[src/rtl/fetch_sequencer_pkg.sv]
// Shared control definitions for fetch_sequencer: opcodes, ALU encodings, FSM states, IR field positions.
// FETCH_SEQUENCER_STEP_EN adds the WAIT_STEP state to the state enum.
package ctrl_pkg;

    localparam logic [3:0] OP_HALT = 4'h0;
    localparam logic [3:0] OP_ADDI = 4'h1;
    localparam logic [3:0] OP_ADD  = 4'h2;
    localparam logic [3:0] OP_SUBI = 4'h3;
    localparam logic [3:0] OP_SHL  = 4'h4;

    localparam logic [1:0] ALU_ADD = 2'b00;
    localparam logic [1:0] ALU_SUB = 2'b01;
    localparam logic [1:0] ALU_SHL = 2'b10;

    localparam int OPC_MSB = 31;
    localparam int OPC_LSB = 28;
    localparam int WR_MSB  = 27;
    localparam int WR_LSB  = 23;
    localparam int RS_MSB  = 22;
    localparam int RS_LSB  = 18;
    localparam int RT_MSB  = 17;
    localparam int RT_LSB  = 13;
    localparam int IMM_MSB = 17;
    localparam int IMM_LSB = 0;

`ifdef FETCH_SEQUENCER_STEP_EN
    typedef enum logic [2:0] {
        ST_IDLE, ST_FETCH, ST_DECODE, ST_EXECUTE, ST_WRITEBACK, ST_HALT, ST_WAIT_STEP
    } state_e;
`else
    typedef enum logic [2:0] {
        ST_IDLE, ST_FETCH, ST_DECODE, ST_EXECUTE, ST_WRITEBACK, ST_HALT
    } state_e;
`endif

    function automatic logic [3:0] opcode_of(input logic [31:0] ir);
        return ir[OPC_MSB:OPC_LSB];
    endfunction

endpackage

[src/rtl/fetch_sequencer_if.sv]
// ROM, register-file and ALU control bundle between fetch_sequencer (master) and its environment (slave).
// FETCH_SEQUENCER_STEP_EN adds the step / step_wait pair.
interface fetch_sequencer_if #(
    parameter int PC_W    = 8,
    parameter int INSTR_W = 32
);
    logic               start;
    logic [INSTR_W-1:0] instruction;
    logic [PC_W-1:0]    pc;
    logic [4:0]         rs_addr;
    logic [4:0]         rt_addr;
    logic [4:0]         wr_addr;
    logic [31:0]        imm;
    logic [1:0]         alu_op;
    logic               alu_src_imm;
    logic               reg_write;
    logic               busy;
    logic               halted;
    logic               illegal;
`ifdef FETCH_SEQUENCER_STEP_EN
    logic               step;
    logic               step_wait;

    modport master (
        input  start, instruction, step,
        output pc, rs_addr, rt_addr, wr_addr, imm, alu_op, alu_src_imm,
               reg_write, busy, halted, illegal, step_wait
    );
    modport slave (
        output start, instruction, step,
        input  pc, rs_addr, rt_addr, wr_addr, imm, alu_op, alu_src_imm,
               reg_write, busy, halted, illegal, step_wait
    );
`else
    modport master (
        input  start, instruction,
        output pc, rs_addr, rt_addr, wr_addr, imm, alu_op, alu_src_imm,
               reg_write, busy, halted, illegal
    );
    modport slave (
        output start, instruction,
        input  pc, rs_addr, rt_addr, wr_addr, imm, alu_op, alu_src_imm,
               reg_write, busy, halted, illegal
    );
`endif
endinterface

[src/rtl/fetch_sequencer_decoder.sv]
// instr_decoder: combinational opcode -> ALU control plus halt/illegal classification.
module instr_decoder
    import ctrl_pkg::*;
(
    input  logic [3:0] opcode_i,
    output logic [1:0] alu_op_o,
    output logic       alu_src_imm_o,
    output logic       is_halt_o,
    output logic       is_illegal_o
);

    always_comb begin
        alu_op_o      = ALU_ADD;
        alu_src_imm_o = 1'b0;
        is_halt_o     = 1'b0;
        is_illegal_o  = 1'b0;
        case (opcode_i)
            OP_ADDI: alu_src_imm_o = 1'b1;
            OP_ADD:  alu_op_o      = ALU_ADD;
            OP_SUBI: begin
                alu_op_o      = ALU_SUB;
                alu_src_imm_o = 1'b1;
            end
            OP_SHL:  alu_op_o      = ALU_SHL;
            OP_HALT: is_halt_o     = 1'b1;
            default: is_illegal_o  = 1'b1;
        endcase
    end

endmodule

[src/rtl/fetch_sequencer.sv]
// Multi-cycle FETCH/DECODE/EXECUTE/WRITEBACK sequencer owning the PC and IR.
// FETCH_SEQUENCER_STEP_EN: park in WAIT_STEP after every writeback until step is seen.
module fetch_sequencer
    import ctrl_pkg::*;
#(
    parameter int PC_W    = 8,
    parameter int INSTR_W = 32,
    parameter int LAST_PC = 255
) (
    input  logic                clk,
    input  logic                rst,
    fetch_sequencer_if.master   bus
);

    state_e             state_q, state_d;
    logic [PC_W-1:0]    pc_q, pc_d;
    logic [INSTR_W-1:0] ir_q, ir_d;
    logic [1:0]         alu_op_q, alu_op_d;
    logic               alu_src_imm_q, alu_src_imm_d;
    logic               illegal_q, illegal_d;

    logic [1:0]         dec_alu_op;
    logic               dec_alu_src_imm;
    logic               dec_is_halt;
    logic               dec_is_illegal;

    instr_decoder u_decoder (
        .opcode_i      (opcode_of(ir_q)),
        .alu_op_o      (dec_alu_op),
        .alu_src_imm_o (dec_alu_src_imm),
        .is_halt_o     (dec_is_halt),
        .is_illegal_o  (dec_is_illegal)
    );

    always_ff @(posedge clk) begin
        if (rst) begin
            state_q       <= ST_IDLE;
            pc_q          <= '0;
            ir_q          <= '0;
            alu_op_q      <= ALU_ADD;
            alu_src_imm_q <= 1'b0;
            illegal_q     <= 1'b0;
        end else begin
            state_q       <= state_d;
            pc_q          <= pc_d;
            ir_q          <= ir_d;
            alu_op_q      <= alu_op_d;
            alu_src_imm_q <= alu_src_imm_d;
            illegal_q     <= illegal_d;
        end
    end

    always_comb begin
        state_d       = state_q;
        pc_d          = pc_q;
        ir_d          = ir_q;
        alu_op_d      = alu_op_q;
        alu_src_imm_d = alu_src_imm_q;
        illegal_d     = illegal_q;
        case (state_q)
            ST_IDLE: begin
                if (bus.start) begin
                    pc_d    = '0;
                    state_d = ST_FETCH;
                end
            end
            ST_FETCH: begin
                ir_d    = bus.instruction;
                state_d = ST_DECODE;
            end
            ST_DECODE: begin
                alu_op_d      = dec_alu_op;
                alu_src_imm_d = dec_alu_src_imm;
                if (dec_is_halt) begin
                    state_d = ST_HALT;
                end else if (dec_is_illegal) begin
                    illegal_d = 1'b1;
                    state_d   = ST_HALT;
                end else begin
                    state_d = ST_EXECUTE;
                end
            end
            ST_EXECUTE: state_d = ST_WRITEBACK;
            ST_WRITEBACK: begin
                // The last ROM word halts in place rather than wrapping to 0.
                if (pc_q == PC_W'(LAST_PC)) begin
                    state_d = ST_HALT;
                end else begin
                    pc_d = pc_q + 1'b1;
`ifdef FETCH_SEQUENCER_STEP_EN
                    state_d = ST_WAIT_STEP;
`else
                    state_d = ST_FETCH;
`endif
                end
            end
`ifdef FETCH_SEQUENCER_STEP_EN
            ST_WAIT_STEP: begin
                if (bus.step) state_d = ST_FETCH;
            end
`endif
            ST_HALT: begin
                if (bus.start) begin
                    pc_d      = '0;
                    illegal_d = 1'b0;
                    state_d   = ST_FETCH;
                end
            end
            default: state_d = ST_IDLE;
        endcase
    end

    assign bus.pc          = pc_q;
    assign bus.wr_addr     = ir_q[WR_MSB:WR_LSB];
    assign bus.rs_addr     = ir_q[RS_MSB:RS_LSB];
    assign bus.rt_addr     = ir_q[RT_MSB:RT_LSB];
    assign bus.imm         = 32'(ir_q[IMM_MSB:IMM_LSB]);
    assign bus.alu_op      = alu_op_q;
    assign bus.alu_src_imm = alu_src_imm_q;
    // Gated with rst so a writeback coinciding with reset never reaches the register file.
    assign bus.reg_write   = (state_q == ST_WRITEBACK) && !rst;
    assign bus.halted      = (state_q == ST_HALT);
    assign bus.illegal     = illegal_q;
`ifdef FETCH_SEQUENCER_STEP_EN
    assign bus.step_wait   = (state_q == ST_WAIT_STEP);
    assign bus.busy        = state_q inside {ST_FETCH, ST_DECODE, ST_EXECUTE, ST_WRITEBACK, ST_WAIT_STEP};
`else
    assign bus.busy        = state_q inside {ST_FETCH, ST_DECODE, ST_EXECUTE, ST_WRITEBACK};
`endif

endmodule

[src/flat_wrapper.sv]
// flat-port wrapper written by rule: the top's interface ports become plain ports
module fetch_sequencer_flat import ctrl_pkg::*;
#(
    parameter int PC_W    = 8,
    parameter int INSTR_W = 32,
    parameter int LAST_PC = 255
)
  (clk, rst, bus_start, bus_instruction, bus_pc, bus_rs_addr, bus_rt_addr, bus_wr_addr, bus_imm, bus_alu_op, bus_alu_src_imm, bus_reg_write, bus_busy, bus_halted, bus_illegal);
  fetch_sequencer_if #(.PC_W(PC_W), .INSTR_W(INSTR_W)) bus_i ();
  input  logic clk;
  input  logic rst;
  input wire logic [$bits(bus_i.start)-1:0] bus_start;
  input wire logic [$bits(bus_i.instruction)-1:0] bus_instruction;
  output wire logic [$bits(bus_i.pc)-1:0] bus_pc;
  output wire logic [$bits(bus_i.rs_addr)-1:0] bus_rs_addr;
  output wire logic [$bits(bus_i.rt_addr)-1:0] bus_rt_addr;
  output wire logic [$bits(bus_i.wr_addr)-1:0] bus_wr_addr;
  output wire logic [$bits(bus_i.imm)-1:0] bus_imm;
  output wire logic [$bits(bus_i.alu_op)-1:0] bus_alu_op;
  output wire logic [$bits(bus_i.alu_src_imm)-1:0] bus_alu_src_imm;
  output wire logic [$bits(bus_i.reg_write)-1:0] bus_reg_write;
  output wire logic [$bits(bus_i.busy)-1:0] bus_busy;
  output wire logic [$bits(bus_i.halted)-1:0] bus_halted;
  output wire logic [$bits(bus_i.illegal)-1:0] bus_illegal;
  assign bus_i.start = bus_start;
  assign bus_i.instruction = bus_instruction;
  assign bus_pc = bus_i.pc;
  assign bus_rs_addr = bus_i.rs_addr;
  assign bus_rt_addr = bus_i.rt_addr;
  assign bus_wr_addr = bus_i.wr_addr;
  assign bus_imm = bus_i.imm;
  assign bus_alu_op = bus_i.alu_op;
  assign bus_alu_src_imm = bus_i.alu_src_imm;
  assign bus_reg_write = bus_i.reg_write;
  assign bus_busy = bus_i.busy;
  assign bus_halted = bus_i.halted;
  assign bus_illegal = bus_i.illegal;
  fetch_sequencer #(.PC_W(PC_W), .INSTR_W(INSTR_W), .LAST_PC(LAST_PC)) u_core (.clk(clk), .rst(rst), .bus(bus_i));
endmodule
[config.mk]
export PLATFORM = sky130hd
export DESIGN_NAME = fetch_sequencer_flat
export DESIGN_NICKNAME = d
export VERILOG_FILES = /design/src/rtl/fetch_sequencer_pkg.sv /design/src/rtl/fetch_sequencer_if.sv /design/src/rtl/fetch_sequencer_decoder.sv /design/src/rtl/fetch_sequencer.sv /design/src/flat_wrapper.sv
export SDC_FILE = /design/constraint.sdc
export NUM_CORES = 1
export LEC_CHECK = 0
export ABC_AREA = 1
export BUFFER_PORTS_ARGS = -buffer_cell sky130_fd_sc_hd__buf_2
export CAP_MARGIN = 10
export CORE_MARGIN = 3
export CORE_UTILIZATION = 38
export DETAILED_ROUTE_END_ITERATION = 7
export PLACE_DENSITY = 0.65
export SYNTH_ARGS = -nofsm -noshare
export SYNTH_HDL_FRONTEND = slang
export SYNTH_SLANG_ARGS = --single-unit
[constraint.sdc]
create_clock -name clk -period 3.88 [get_ports clk]
set_input_delay 0.388 -clock clk [delete_from_list [all_inputs] [get_ports clk]]
set_output_delay 0.388 -clock clk [all_outputs]
set_load 0.02 [all_outputs]
# Yosys cells after proc, flatten, opt, wreduce, memory -nomap -nowiden
# Index checks and enable logic that the tools add are counted.
# word_totals
wordCells	49
ff_bits	47
# classes
muxes	15
reduce_logical	12
n_addsub	1
eq_ne	15
# ops
op	n
8-bit two-way mux	2
8-bit one-hot mux with 2 select lines	1
3-bit one-hot mux with 5 select lines	1
3-bit two-way mux	4
8-bit by 1-bit adder with 8-bit output, second input constant	1
4-bit by 2-bit == test with 1-bit output, second input constant	2
8-bit == test, second input constant	1
2-bit != test, second input constant	4
3-bit by 2-bit == test with 1-bit output, second input constant	2
3-bit == test, second input constant	2
1-bit two-way mux	5
5-bit OR reduction	1
4-bit by 1-bit == test with 1-bit output, second input constant	1
4-bit by 3-bit == test with 1-bit output, second input constant	1
4-bit logical NOT	1
2-bit one-hot mux with 2 select lines	1
4-bit AND reduction	1
2-bit nonzero test	2
4-bit nonzero test	1
2-bit OR reduction	2
3-bit by 1-bit == test with 1-bit output, second input constant	1
3-bit logical NOT	1
3-bit AND reduction	1
2-bit by 1-bit != test with 1-bit output, second input constant	1
other kinds (3)	3

# Longest topological paths before layout
# Gate-level depths: netlist of the first run.
# depth
word_depth	5
mapped_depth	9
ltp_nobuf	8

# Cells and area by module
# From an unflattened synthesis of the first run, not the netlist that was laid out.
# hier_totals
hier_cells	336
hier_area_um2	2407.3
# by_module_without_submodules
module	area_per_inst_um2	n_inst	cells_each	seq_area_each_um2
fetch_sequencer	2352.3	1	323	940.9
instr_decoder	55.1	1	13	0.0

# Worst setup path after synthesis of the first run
# OpenSTA, ideal clock, no wires.
# synth_path
path_kind	reg2reg
start	register u_core.pc_q[0] (netlist: u_core.bus.pc[0])
end	register u_core.pc_q[3] (netlist: u_core.bus.pc[3])
path_stages_with_launch	9
path_slack_ps	2420
setup_ps	132
arrival_time_ps	1328
t_required_ps	3748
path_cell_list	dfxtp_1 -> ha_1 -> nand3_1 -> inv_1 -> nand3_4 -> nand2_8 -> inv_2 -> nand2_1 -> a21oi_2
# synth_via
elab_chain_len	3
elab_cells_between_ends	6
# synth_rtl
element	line	rtl
start, declared	fetch_sequencer.sv:16	logic [PC_W-1:0] pc_q, pc_d;
start signal, assigned	fetch_sequencer.sv:45	pc_q <= pc_d;
8-bit by 1-bit adder with 8-bit output / 8-bit == test (equally long branches)	fetch_sequencer.sv:89, fetch_sequencer.sv:86	
8-bit two-way mux / 2-bit != test (equally long branches)	n/a	
8-bit one-hot mux with 2 select lines / 3-bit AND reduction (equally long branches)	n/a	
# Parallel ways exist; a longest one is shown, timed or not. The select of a mux whose other input is x is not followed.
# A chain may end at the register's enable or synchronous reset.

# Final worst setup path of the first run
# layout_path
start	register u_core.state_q[2]
end	output port bus_reg_write
# layout_via
elab_chain_len	2
# layout_rtl
element	line	rtl
start, declared	fetch_sequencer.sv:15	state_e state_q, state_d;
start signal, assigned	fetch_sequencer.sv:44	state_q <= state_d;
3-bit == test	fetch_sequencer.sv:121	assign bus.reg_write = (state_q == ST_WRITEBACK) && !rst;
1-bit logical AND	fetch_sequencer.sv:121	
end, declared	flat_wrapper.sv:21	output wire logic [$bits(bus_i.reg_write)-1:0] bus_reg_write;
# No other way between the ends.

==> metrics.md, run 1 <==
| Metric | Value |
|---|---|
| First-pass GRT wire length | 8569 µm |
| Clock root cell | clkbuf_8 |
| Synth warn | 0 |
| Final min period | 1.770 ns |
| Crit path capture type | primary output |
| Simple-Gate Fraction of Synth Area | 26.48% |
| Slowest stage cell, crit path | dfxtp_1 |
| H-Tree Level Count | 2 |
| DRC Markers | 0 |
| Most common cell after layout, fill and taps aside | nor2_1 |
| Wirelength, routed | 5068 µm |
| Yosys top cell area share | 39.43% |
| Initial DRC count | 85 |
| Area contributors post-synth | dfxtp_1 39%, buf_4 15%, nor2_1 13% |
| Post-CTS sizing | 0 |
| Worst vdd ir | 0.2198 mV |
| Worst r2r path cells | 6 |
| Syn Area/Cell | 7.252 µm² |
| HP Class | input port to flop |
| Worst EP required | 3.49 ns |
| Setup bufs post-CTS | 0 |
| Slew @ Worst Pin | 0.8901 ns |
| Power per cell area | 438.2 mW/mm² |
| RSZ-0062 raised after global routing | no |
| Worst-path clk slew | 0.09 ns |
| Dominant synthesized flop cell | dfxtp_1 |
| Post-synth EDFFs | 0 |
| GRT Overall Usage | 14.34% |
| Reg2reg setup slack | 2.19 ns |
| Pleak | 1.342 nW |
| Layout fillers | 638 |
| Most frequent cells in the layout | 84 x nor2_1, 82 x buf_2, 47 x dfxtp_1 |
| Wire length per cell | 11.26 µm |
| # clock sinks | 47 |
| Max Root-Sink Buffers | 2 |
| DP Wirelength | 3630 µm |
| Critical R2R Launch | u_core.state_q[0] |
| FF-to-FF End | u_core.ir_q[31] |
| Crit-path max FO | 7 |
| DR vias/cell | 4.522 |
| Pin count of the biggest net entering global routing | 35 |
| # hold bufs at CTS | 0 |
| Area Growth Syn to Fin | 10.33% |
| Final hold vios | 0 |
| Core Area | 0.005991 mm² |
| Site row count | 28 |
| Num ports | 97 |
| Net count reported at finish | 410 |
| Setup TNS | 0 ns |
| Leading area contributor after synthesis | dfxtp_1 |
| Final Skew | 0.006197 ns |
| Ant. Diodes | 0 |
| Worst setup SP type | flop |
| CP Class | flop to primary output |
| Final setup violation count | 0 |
| Final period utilization | 45.61% |
| Post-route cell area | 0.002633 mm² |
| Die width | 85.24 µm |
| Total congestion overflow | 0 |
| Layout cells sized above 1 | 28.27% |
| Maxcap violations | 0 |
| Synth Area in Adders | 0.5244% |
| XOR/XNOR Fraction of Synth Area | 0.7341% |
| Via Count | 2035 |
| Largest family of logic cells by synthesized area | simple AND/OR/NAND/NOR gates |
| Status | completed |
| Fin util | 43.94% |
| Max_slew headroom | 40.60% |
| Hold_sp | bus_instruction[16] |
| Die area | 0.007266 mm² |
| #FFs+latches synth | 47 |
| Synth cell types | 28 |
| Clk_lat worst skew | 0.31 ns |
| CTS tree | done |
| Synth async-reset ratio | 0% |
| Antenna Nets Post-Route | 0 |
| Critical path cell sequence | nand2_1 -> nor2_2 -> inv_1 -> nor2_1 -> buf_2 |
| Slew Limit Fails | 0 |
| DR pass1 iterations | 4 |
| Die height | 85.24 µm |
| Crit path arrival time | 1.38 ns |
| Final Wtd Congestion | 0.8109 |
| Synthesized netlist cell count | 329 |
| Worst Hold End | u_core.ir_q[16] |
| Multiplexer area fraction after synthesis | 0% |
| # port buffers | 82 |
| Worst Hold Depth | 3 |
| Compound-cell area share of the yosys netlist | 12.22% |
| Seq/Total Area, Yosys | 39.43% |
| Starting Density | 39.83% |
| Num CTS Buffers | 5 |
| Placed cell area | 0.002541 mm² |
| Max incr delay on CP | 0.48 ns |
| Vias in the first global route | 1910 |
| Synthesized area | 0.002386 mm² |
| Fmax | 565.1 MHz |
| Antenna violations before repair | 0 |
-- synth_stat cells (2+ instances only) --
cell type and n:
inv_1 18, buf_4 47, buf_2 3, clkbuf_1 5, o21ai_0 34, xor2_1 2
buf_1 2, nand4_1 5, a21oi_2 3, nor2_2 2, nand2_1 36, inv_2 4
dfxtp_1 47, a21oi_1 10, nor2_1 84, nand3_1 12, o21ai_1 3, nand2_2 2
-- logic make-up after synthesis --
family,Yosys count
and+or+nand+nor,145
DFF,47
AOI/OAI and AO/OA,53
other,1
buffers and inverters,80
adders and majority gates,1
xor gates and xnor gates,2
-- how the worst max path moves through the flow --
stage                           start          endpoint  slack [ns]
global route        u_core.state_q[2]     bus_reg_write        1.93
finish              u_core.state_q[2]     bus_reg_write        2.11
floorplan            u_core.bus.pc[0]  u_core.bus.pc[3]        2.42
detailed placement  u_core.state_q[0]   u_core.ir_q[31]        2.19
global placement                  rst   u_core.ir_q[31]        2.22
CTS                 u_core.state_q[2]     bus_reg_write        2.09
-- flip-flops by register name (all words and copies together), names as in the netlist --
| register | cells |
|---|---|
| u_core.bus.alu_op | 2 |
| u_core.bus.alu_src_imm | 1 |
| u_core.bus.illegal | 1 |
| u_core.bus.pc | 8 |
| u_core.ir_q | 32 |
| u_core.state_q | 3 |
-- through the flow --
| step | power, W | hold WS (ns) | std cells | setup WS (ns) |
|---|---|---|---|---|
| 2_1_floorplan | 0.0008392 | 0.4448 | 342 | 2.420 |
| 3_5_place_dp | 0.0008621 | 0.4560 | 442 | 2.187 |
| 5_1_grt | 0.001223 | 0.2927 | 450 | 1.928 |
| 6_report | 0.001154 | 0.2970 | 450 | 2.110 |
| 3_3_place_gp | 0.0008596 | 0.4571 | 442 | 2.216 |
| 4_1_cts | 0.001169 | 0.2896 | 450 | 2.086 |
-- power breakdown --
group	switching [W]	leakage, nW	internal, W
registers	0.0000316	0.385	0.000531
clock network	0.000175	0.0485	0.000129
logic	0.000197	0.908	0.0000900
-- worst max-delay path, delay by kind of cell, from the launching register on --
kind / cells / cell delay [ns]
simple gates: 3 / 0.36
flops: 1 / 0.48
buf+inv: 2 / 0.23
-- metal layers --
metal	global-route usage [%]	wire (µm)	vias up
li1	-	-	1072
met1	18.13	2341	892
met4	6.043	64	0
met5	0	0	-
met3	4.369	417	5
met2	22.60	2243	66
-- cell type report --
class                   count  area (µm²)  area share [%]
clock buffers               5       68.82           2.614
multi-input cells         215        1006           38.21
repair buffers             83       417.9           15.87
flip-flops and latches     47       940.9           35.74
inverters                  22       82.58           3.137
clock inverters             3       22.52          0.8555
well taps                  75       93.84           3.565
(Power assumes the default switching activity.)
==> run 2: changes to the inputs <==
Settings changed: ABC_AREA 1 to 0, PLACE_DENSITY 0.65 to 0.66.
Clock period 3.88 ns to 1.75 ns, I/O delays scaled along.
==> metrics.md, run 2 <==
| Metric | Value |
|---|---|
| Status | completed |
| Leading area contributor after synthesis | dfxtp_1 |
| Wirelength, routed | 4939 µm (-2.5%) |
| Crit-path max FO | 11 (+4) |
| Antenna Nets Post-Route | 0 (unchanged) |
| Setup TNS | 0 ns (unchanged) |
| Pre-CTS setup slack | 0.2049 ns (-1.982 ns) |
| Worst setup SP type | flop |
| # clock sinks | 47 (unchanged) |
| Via Count | 1986 (-2.4%) |
| DP Wirelength | 3596 µm (-0.93%) |
| Worst EP required | 1.57 ns (-1.92 ns) |
| Net count reported at finish | 380 (-7.3%) |
| Clock root cell | clkbuf_8 |
| Die width | 84.74 µm (-0.59%) |
| Slowest stage cell, crit path | dfxtp_1 |
| Total congestion overflow | 0 (unchanged) |
| DRC Markers | 0 (unchanged) |
| Max FFs per register | 32 (unchanged) |
| CTS tree | done |
| Ant. Diodes | 0 (unchanged) |
| Initial DRC count | 55 (-35%) |
| Synth async-reset ratio | 0% (unchanged) |
| Core Area | 0.005956 mm² (-0.58%) |
| Fmax | 613.9 MHz |
| Final min period | 1.629 ns |
| Area Growth Syn to Fin | 13.28% |
| Worst Hold Depth | 3 (unchanged) |
| Most frequent cell after synthesis | nand2_1 |
| Hold_sp | bus_instruction[21] |
| # hold bufs at CTS | 0 (unchanged) |
| Final worst slack | 0.1211 ns (-1.989 ns) |
| H-Tree Level Count | 2 (unchanged) |
| Post-synth EDFFs | 0 (unchanged) |
| Setup bufs post-CTS | 0 (unchanged) |
| Dominant synthesized flop cell | dfxtp_1 |
| Area contributors post-synth | dfxtp_1 40%, buf_4 15%, nand2_1 11% |
| Post-route cell area | 0.002669 mm² (+1.4%) |
| Synthesized area | 0.002356 mm² (-1.3%) |
| Power per cell area | 884.8 mW/mm² (+100%) |
| Top cells by count, synth | 69 x nand2_1, 47 x buf_4, 47 x dfxtp_1 |
| Crit path arrival time | 1.45 ns (+0.07 ns) |
| Crit path capture type | primary output |
| Clk_lat worst skew | 0.29 ns (-0.02 ns) |
| Antenna violations before repair | 0 (unchanged) |
| Most frequent cells in the layout | 82 x buf_2, 69 x nand2_1, 47 x dfxtp_1 |
| RSZ-0062 raised after global routing | no |
| Syn Area/Cell | 7.906 µm² (+9.0%) |
| Synth warn | 0 (unchanged) |
| # port buffers | 82 (unchanged) |
| Largest register by flop count | u_core.ir_q |
| Pleak | 1.201 nW (-11%) |
| Synthesized netlist cell count | 298 (-9.4%) |
| Die area | 0.007181 mm² (-1.2%) |
| Pwr Total | 0.002361 W (+100%) |
| Max Root-Sink Buffers | 2 (unchanged) |
| Num ports | 97 (unchanged) |
| Final Skew | 0.007657 ns (+0.001460 ns) |
| Yosys top cell area share | 39.94% (+0.50 points) |
| DR vias/cell | 4.729 (+4.6%) |
| Top delay family on crit path | flip-flops |
| Seq/Total Area, Yosys | 39.94% (+0.50 points) |
| HP Class | input port to flop |
| Placed cell area | 0.002551 mm² (+0.39%) |
| Maxcap violations | 0 (unchanged) |
| Critical R2R Launch | u_core.state_q[2] |
| WP buf/inv | 2 (unchanged) |
| FF-to-FF End | u_core.bus.pc[7] |
| Final hold vios | 0 (unchanged) |
| Worst-path clk slew | 0.09 ns (about the same) |
| First-pass GRT wire length | 8183 µm (-4.5%) |
| Max incr delay on CP | 0.58 ns (+0.10 ns) |
| CP Class | flop to primary output |
| Die height | 84.74 µm (-0.59%) |
| Site row count | 28 (unchanged) |
| Final period utilization | 93.08% |
| Wire length per cell | 11.76 µm (+4.4%) |
| Synth cell types | 41 (+46%) |
| Most common cell after layout, fill and taps aside | buf_2 |
| Layout cells sized above 1 | 29.57% (+1.3 points) |
| Worst vdd ir | 0.5209 mV (+140%) |
| Num CTS Buffers | 5 (unchanged) |
| Slew Limit Fails | 0 (unchanged) |
| #FFs+latches synth | 47 (unchanged) |
| Final Wtd Congestion | 0.8066 (-0.53%) |
| Worst Hold End | u_core.ir_q[21] |
| Worst r2r path cells | 5 (-1) |
| Post-CTS sizing | 0 (unchanged) |
| DR pass1 iterations | 4 (unchanged) |
| Final setup violation count | 0 (unchanged) |
| Reg2reg setup slack | 0.18 ns (-2.01 ns) |
| Pin count of the biggest net entering global routing | 33 (-5.7%) |
| Starting Density | 39.56% (-0.27 points) |
| Critical path cell sequence | and2b_1 -> nand2_1 -> inv_1 -> buf_2 |
| Layout fillers | 620 (-2.8%) |
| GRT Overall Usage | 13.66% (-0.68 points) |
| Vias in the first global route | 1801 (-5.7%) |
-- run 2: how the worst max path moves through the flow --
stage | start | endpoint | slack [ns] | depth (start not counted)
2_1_floorplan | u_core.bus.pc[0] | u_core.bus.pc[2] | 0.14 | 5
3_3_place_gp | u_core.state_q[2] | u_core.bus.pc[7] | 0.23 | 5
3_5_place_dp | u_core.state_q[2] | u_core.bus.pc[7] | 0.20 | 5
4_1_cts | u_core.state_q[2] | bus_reg_write | 0.10 | 4
5_1_grt | u_core.state_q[0] | bus_halted | 0.01 | 4
6_report | u_core.state_q[0] | bus_halted | 0.12 | 4
-- run 2: kinds of logic (layout without fill, tap and decap cells) --
logic type,Yosys count,after routing,synth area share [%]
flip-flops,47,47,39.94
AND/OR/NAND/NOR,113,113,22.52
AO/OA/AOI/OAI,65,65,16.62
adder cells (fa/ha/maj),1,1,0.5310
XOR/XNOR,2,2,1.062
other,1,14,0.1592
buffers and inverters,69,103,19.17
-- run 2: metrics by stage --
step                util, %  std cells  hold slack [ns]
finish                44.81        420           0.1140
CTS                   44.81        420           0.1034
floorplan                 -        311           0.3110
detailed placement    42.84        412           0.4219
global placement      42.84        412           0.4169
global route          44.81        420          0.09994
-- run 2: layer usage --
layer | track usage, % | wire (µm)
met1 | 16.87 | 2274
met2 | 22.99 | 2199
met3 | 4.024 | 418
met4 | 4.029 | 47
met5 | 0 | 0
-- run 2: final cells by class --
cell class | instances | area [µm²] | share of cell area [%]
clock buffer | 6 | 82.58 | 3.094
clock inverter | 2 | 35.03 | 1.313
sequential | 47 | 940.9 | 35.26
multi-input combinational | 195 | 1015 | 38.02
tap | 75 | 93.84 | 3.516
inverter | 5 | 18.77 | 0.7032
timing repair buffer | 90 | 483.0 | 18.10
-- run 2: where the power goes --
part           total [W]  switching (W)  leakage, nW  internal, W
combinational   0.000395       0.000254        0.757     0.000142
clock           0.000805       0.000343       0.0612     0.000462
sequential       0.00116      0.0000395        0.382      0.00112
-- run 2: tightest hold or removal path, delay by kind of cell --
family / cells / cell delay, ns
simple gates: 1 / 0.04
compound gates: 1 / 0.05
buf+inv: 1 / 0.09
==> run 3: changes to the inputs <==
Settings changed: CELL_PAD_IN_SITES_DETAIL_PLACEMENT set to 0, CELL_PAD_IN_SITES_GLOBAL_PLACEMENT set to 2, CORE_UTILIZATION 38 to 26, PLACE_DENSITY 0.66 to not set, PLACE_DENSITY_LB_ADDON set to 0.1.
==> metrics.md, run 3 (synthesis gave the netlist of run 2 again) <==
| Metric | Value |
|---|---|
| # clock sinks | 47 (unchanged) |
| Most frequent cells in the layout | 82 x buf_2, 69 x nand2_1, 46 x dfxtp_1 |
| HP Class | input port to flop |
| Largest register by flop count | u_core.ir_q |
| Antenna violations before repair | 0 (unchanged) |
| Net count reported at finish | 383 (+0.79%) |
| Cells after DPL | 448 (+8.7%) |
| Fin util | 31.03% (-14 points) |
| Crit path arrival time | 1.42 ns (-0.03 ns) |
| CP Class | flop to primary output |
| RSZ-0062 raised after global routing | no |
| Wire length per cell | 13.01 µm (+11%) |
| Post-route cell area | 0.002719 mm² (+1.9%) |
| Pin count of the biggest net entering global routing | 33 (unchanged) |
| DP Wirelength | 4274 µm (+19%) |
| Maxcap violations | 0 (unchanged) |
| Final period utilization | 90.94% (-2.1 points) |
| Clock root cell | clkbuf_8 |
| Metal-1 WL | 2848 µm (+25%) |
| Switching share of power | 28.25% (+1.3 points) |
| Worst setup SP type | flop |
| Top Layer Used | met4 |
| Slew Limit Fails | 0 (unchanged) |
| GRT Overall Usage | 11.69% (-2.0 points) |
| Starting Density | 26.88% (-13 points) |
| Most common cell after layout, fill and taps aside | buf_2 |
| Final hold vios | 0 (unchanged) |
| DRC Markers | 0 (unchanged) |
| Max FFs per register | 32 (unchanged) |
| Combinational share of power | 17.1% (+0.4 points) |
| Post-Layout Cell Count | 455 (+8.3%) |
| Worst vdd ir | 0.2612 mV (-50%) |
| H-Tree Level Count | 2 (unchanged) |
| Via Count | 2009 (+1.2%) |
| Final Wtd Congestion | 0.7346 (-8.9%) |
| Setup TNS | 0 ns (unchanged) |
| Total congestion overflow | 0 (unchanged) |
| Switch Pwr | 0.0006633 W (+4.3%) |
| Clock network power share | 33.3% (-0.8 points) |
| Status | completed |
| WL met2 | 2629 µm (+20%) |
| Fin Hold WS | 0.1080 ns (-0.005953 ns) |
| Site row count | 34 (+21%) |
| Vias in the first global route | 1973 (+9.6%) |
| WP buf/inv | 2 (unchanged) |
| Die height | 101.2 µm (+19%) |
| Critical path cell sequence | and2b_1 -> nand2_1 -> inv_1 -> buf_2 |
| Int Power | 0.001685 W (-2.3%) |
| CTS tree | done |
| Final Skew | 0.003354 ns (-0.004303 ns) |
| Num ports | 97 (unchanged) |
| Antenna Nets Post-Route | 0 (unchanged) |
| Power per cell area | 863.8 mW/mm² (-2.4%) |
| Final setup violation count | 0 (unchanged) |
| Max incr delay on CP | 0.51 ns (-0.07 ns) |
| Fmax | 628.4 MHz (+2.4%) |
| Placed cell area | 0.002615 mm² (+2.5%) |
| DR pass1 iterations | 4 (unchanged) |
| Pleak | 1.206 nW (+0.44%) |
| Ant. Diodes | 0 (unchanged) |
| Crit-path max FO | 9 (-2) |
| Initial DRC count | 43 (-22%) |
| Layout cells sized above 1 | 29.97% (+0.41 points) |
| Die width | 101.2 µm (+19%) |
| DR WL met3 | 398 µm (-4.8%) |
| Area Growth Syn to Fin | 15.40% |
| DR vias/cell | 4.415 (-6.6%) |
| Slowest stage cell, crit path | dfxtp_1 |
| Worst EP required | 1.57 ns (about the same) |
| First-pass GRT wire length | 9604 µm (+17%) |
| # port buffers | 82 (unchanged) |
| Clk_lat worst skew | 0.29 ns (about the same) |
| Register share of total power | 49.6% (+0.4 points) |
| Top delay family on crit path | flip-flops |
| Wirelength, routed | 5921 µm (+20%) |
| Worst-path clk slew | 0.09 ns (about the same) |
| Core Area | 0.008763 mm² (+47%) |
| Final min period | 1.591 ns (-0.03743 ns) |
| Max Root-Sink Buffers | 2 (unchanged) |
| Setup bufs post-CTS | 0 (unchanged) |
| Num CTS Buffers | 5 (unchanged) |
| Die area | 0.01024 mm² (+43%) |
| Crit path capture type | primary output |
-- run 3: cell count changes in the layout (fill, tap and decap cells not counted) --
cell and change:
dfxtp_2 +1, dfxtp_1 -1, buf_4 +3, clkbuf_1 +1
clkbuf_8 -1, clkinv_2 -1
-- run 3: metal layers --
metal	track usage [%]	vias to the layer above
li1	-	1046
met1	15.25	900
met2	19.06	59
met3	3.099	4
met4	3.272	0
met5	0	-
-- run 3: per-stage QoR --
step | total power, W | setup WS, ns
floorplan | 0.001535 | 0.1429
global placement | 0.001600 | 0.2202
detailed placement | 0.001599 | 0.1840
CTS | 0.002414 | 0.05186
global route | 0.002491 | 0.03076
finish | 0.002348 | 0.1586
-- run 3: worst paths after layout --
path	start	end	slack (ns)	depth (start not counted)
setup / recovery	u_core.state_q[1]	bus_halted	0.16	4
hold / removal	bus_instruction[19]	u_core.ir_q[19]	0.11	3
setup reg to reg	u_core.state_q[1]	u_core.bus.alu_op[0]	0.17	4
hold reg to reg	u_core.ir_q[19]	u_core.ir_q[19]	0.46	2
-- run 3: worst register-to-register path, stage by stage, from the launching register on --
cell and delay (ns):
dfxtp_1 0.51, or3b_1 0.51, nor4b_2 0.31, a22oi_1 0.10, nor2_1 0.10
-- run 3: layout make-up --
type | count | area [µm²]
Clock buffer | 6 | 72.57
Clock inverter | 1 | 30.03
Fill cell | 987 | 6045
Inverter | 5 | 18.77
Multi-Input combinational cell | 195 | 1015
Sequential cell | 47 | 942.2
Tap cell | 108 | 135.1
Timing Repair Buffer | 93 | 505.5
-- run 3: power by group through the flow --
stage | combinational, W | sequential, W | clock (W)
4_1_cts | 0.000410 | 0.00116 | 0.000839
2_1_floorplan | 0.000360 | 0.00117 | 0
5_1_grt | 0.000449 | 0.00117 | 0.000869
3_5_place_dp | 0.000409 | 0.00119 | 0
6_report | 0.000402 | 0.00116 | 0.000782
3_3_place_gp | 0.000411 | 0.00119 | 0
-- run 3: repair_timing --
action	CTS	global route
hold buffers	0	0
resized for setup	0	1
setup endpoints to repair	0	1
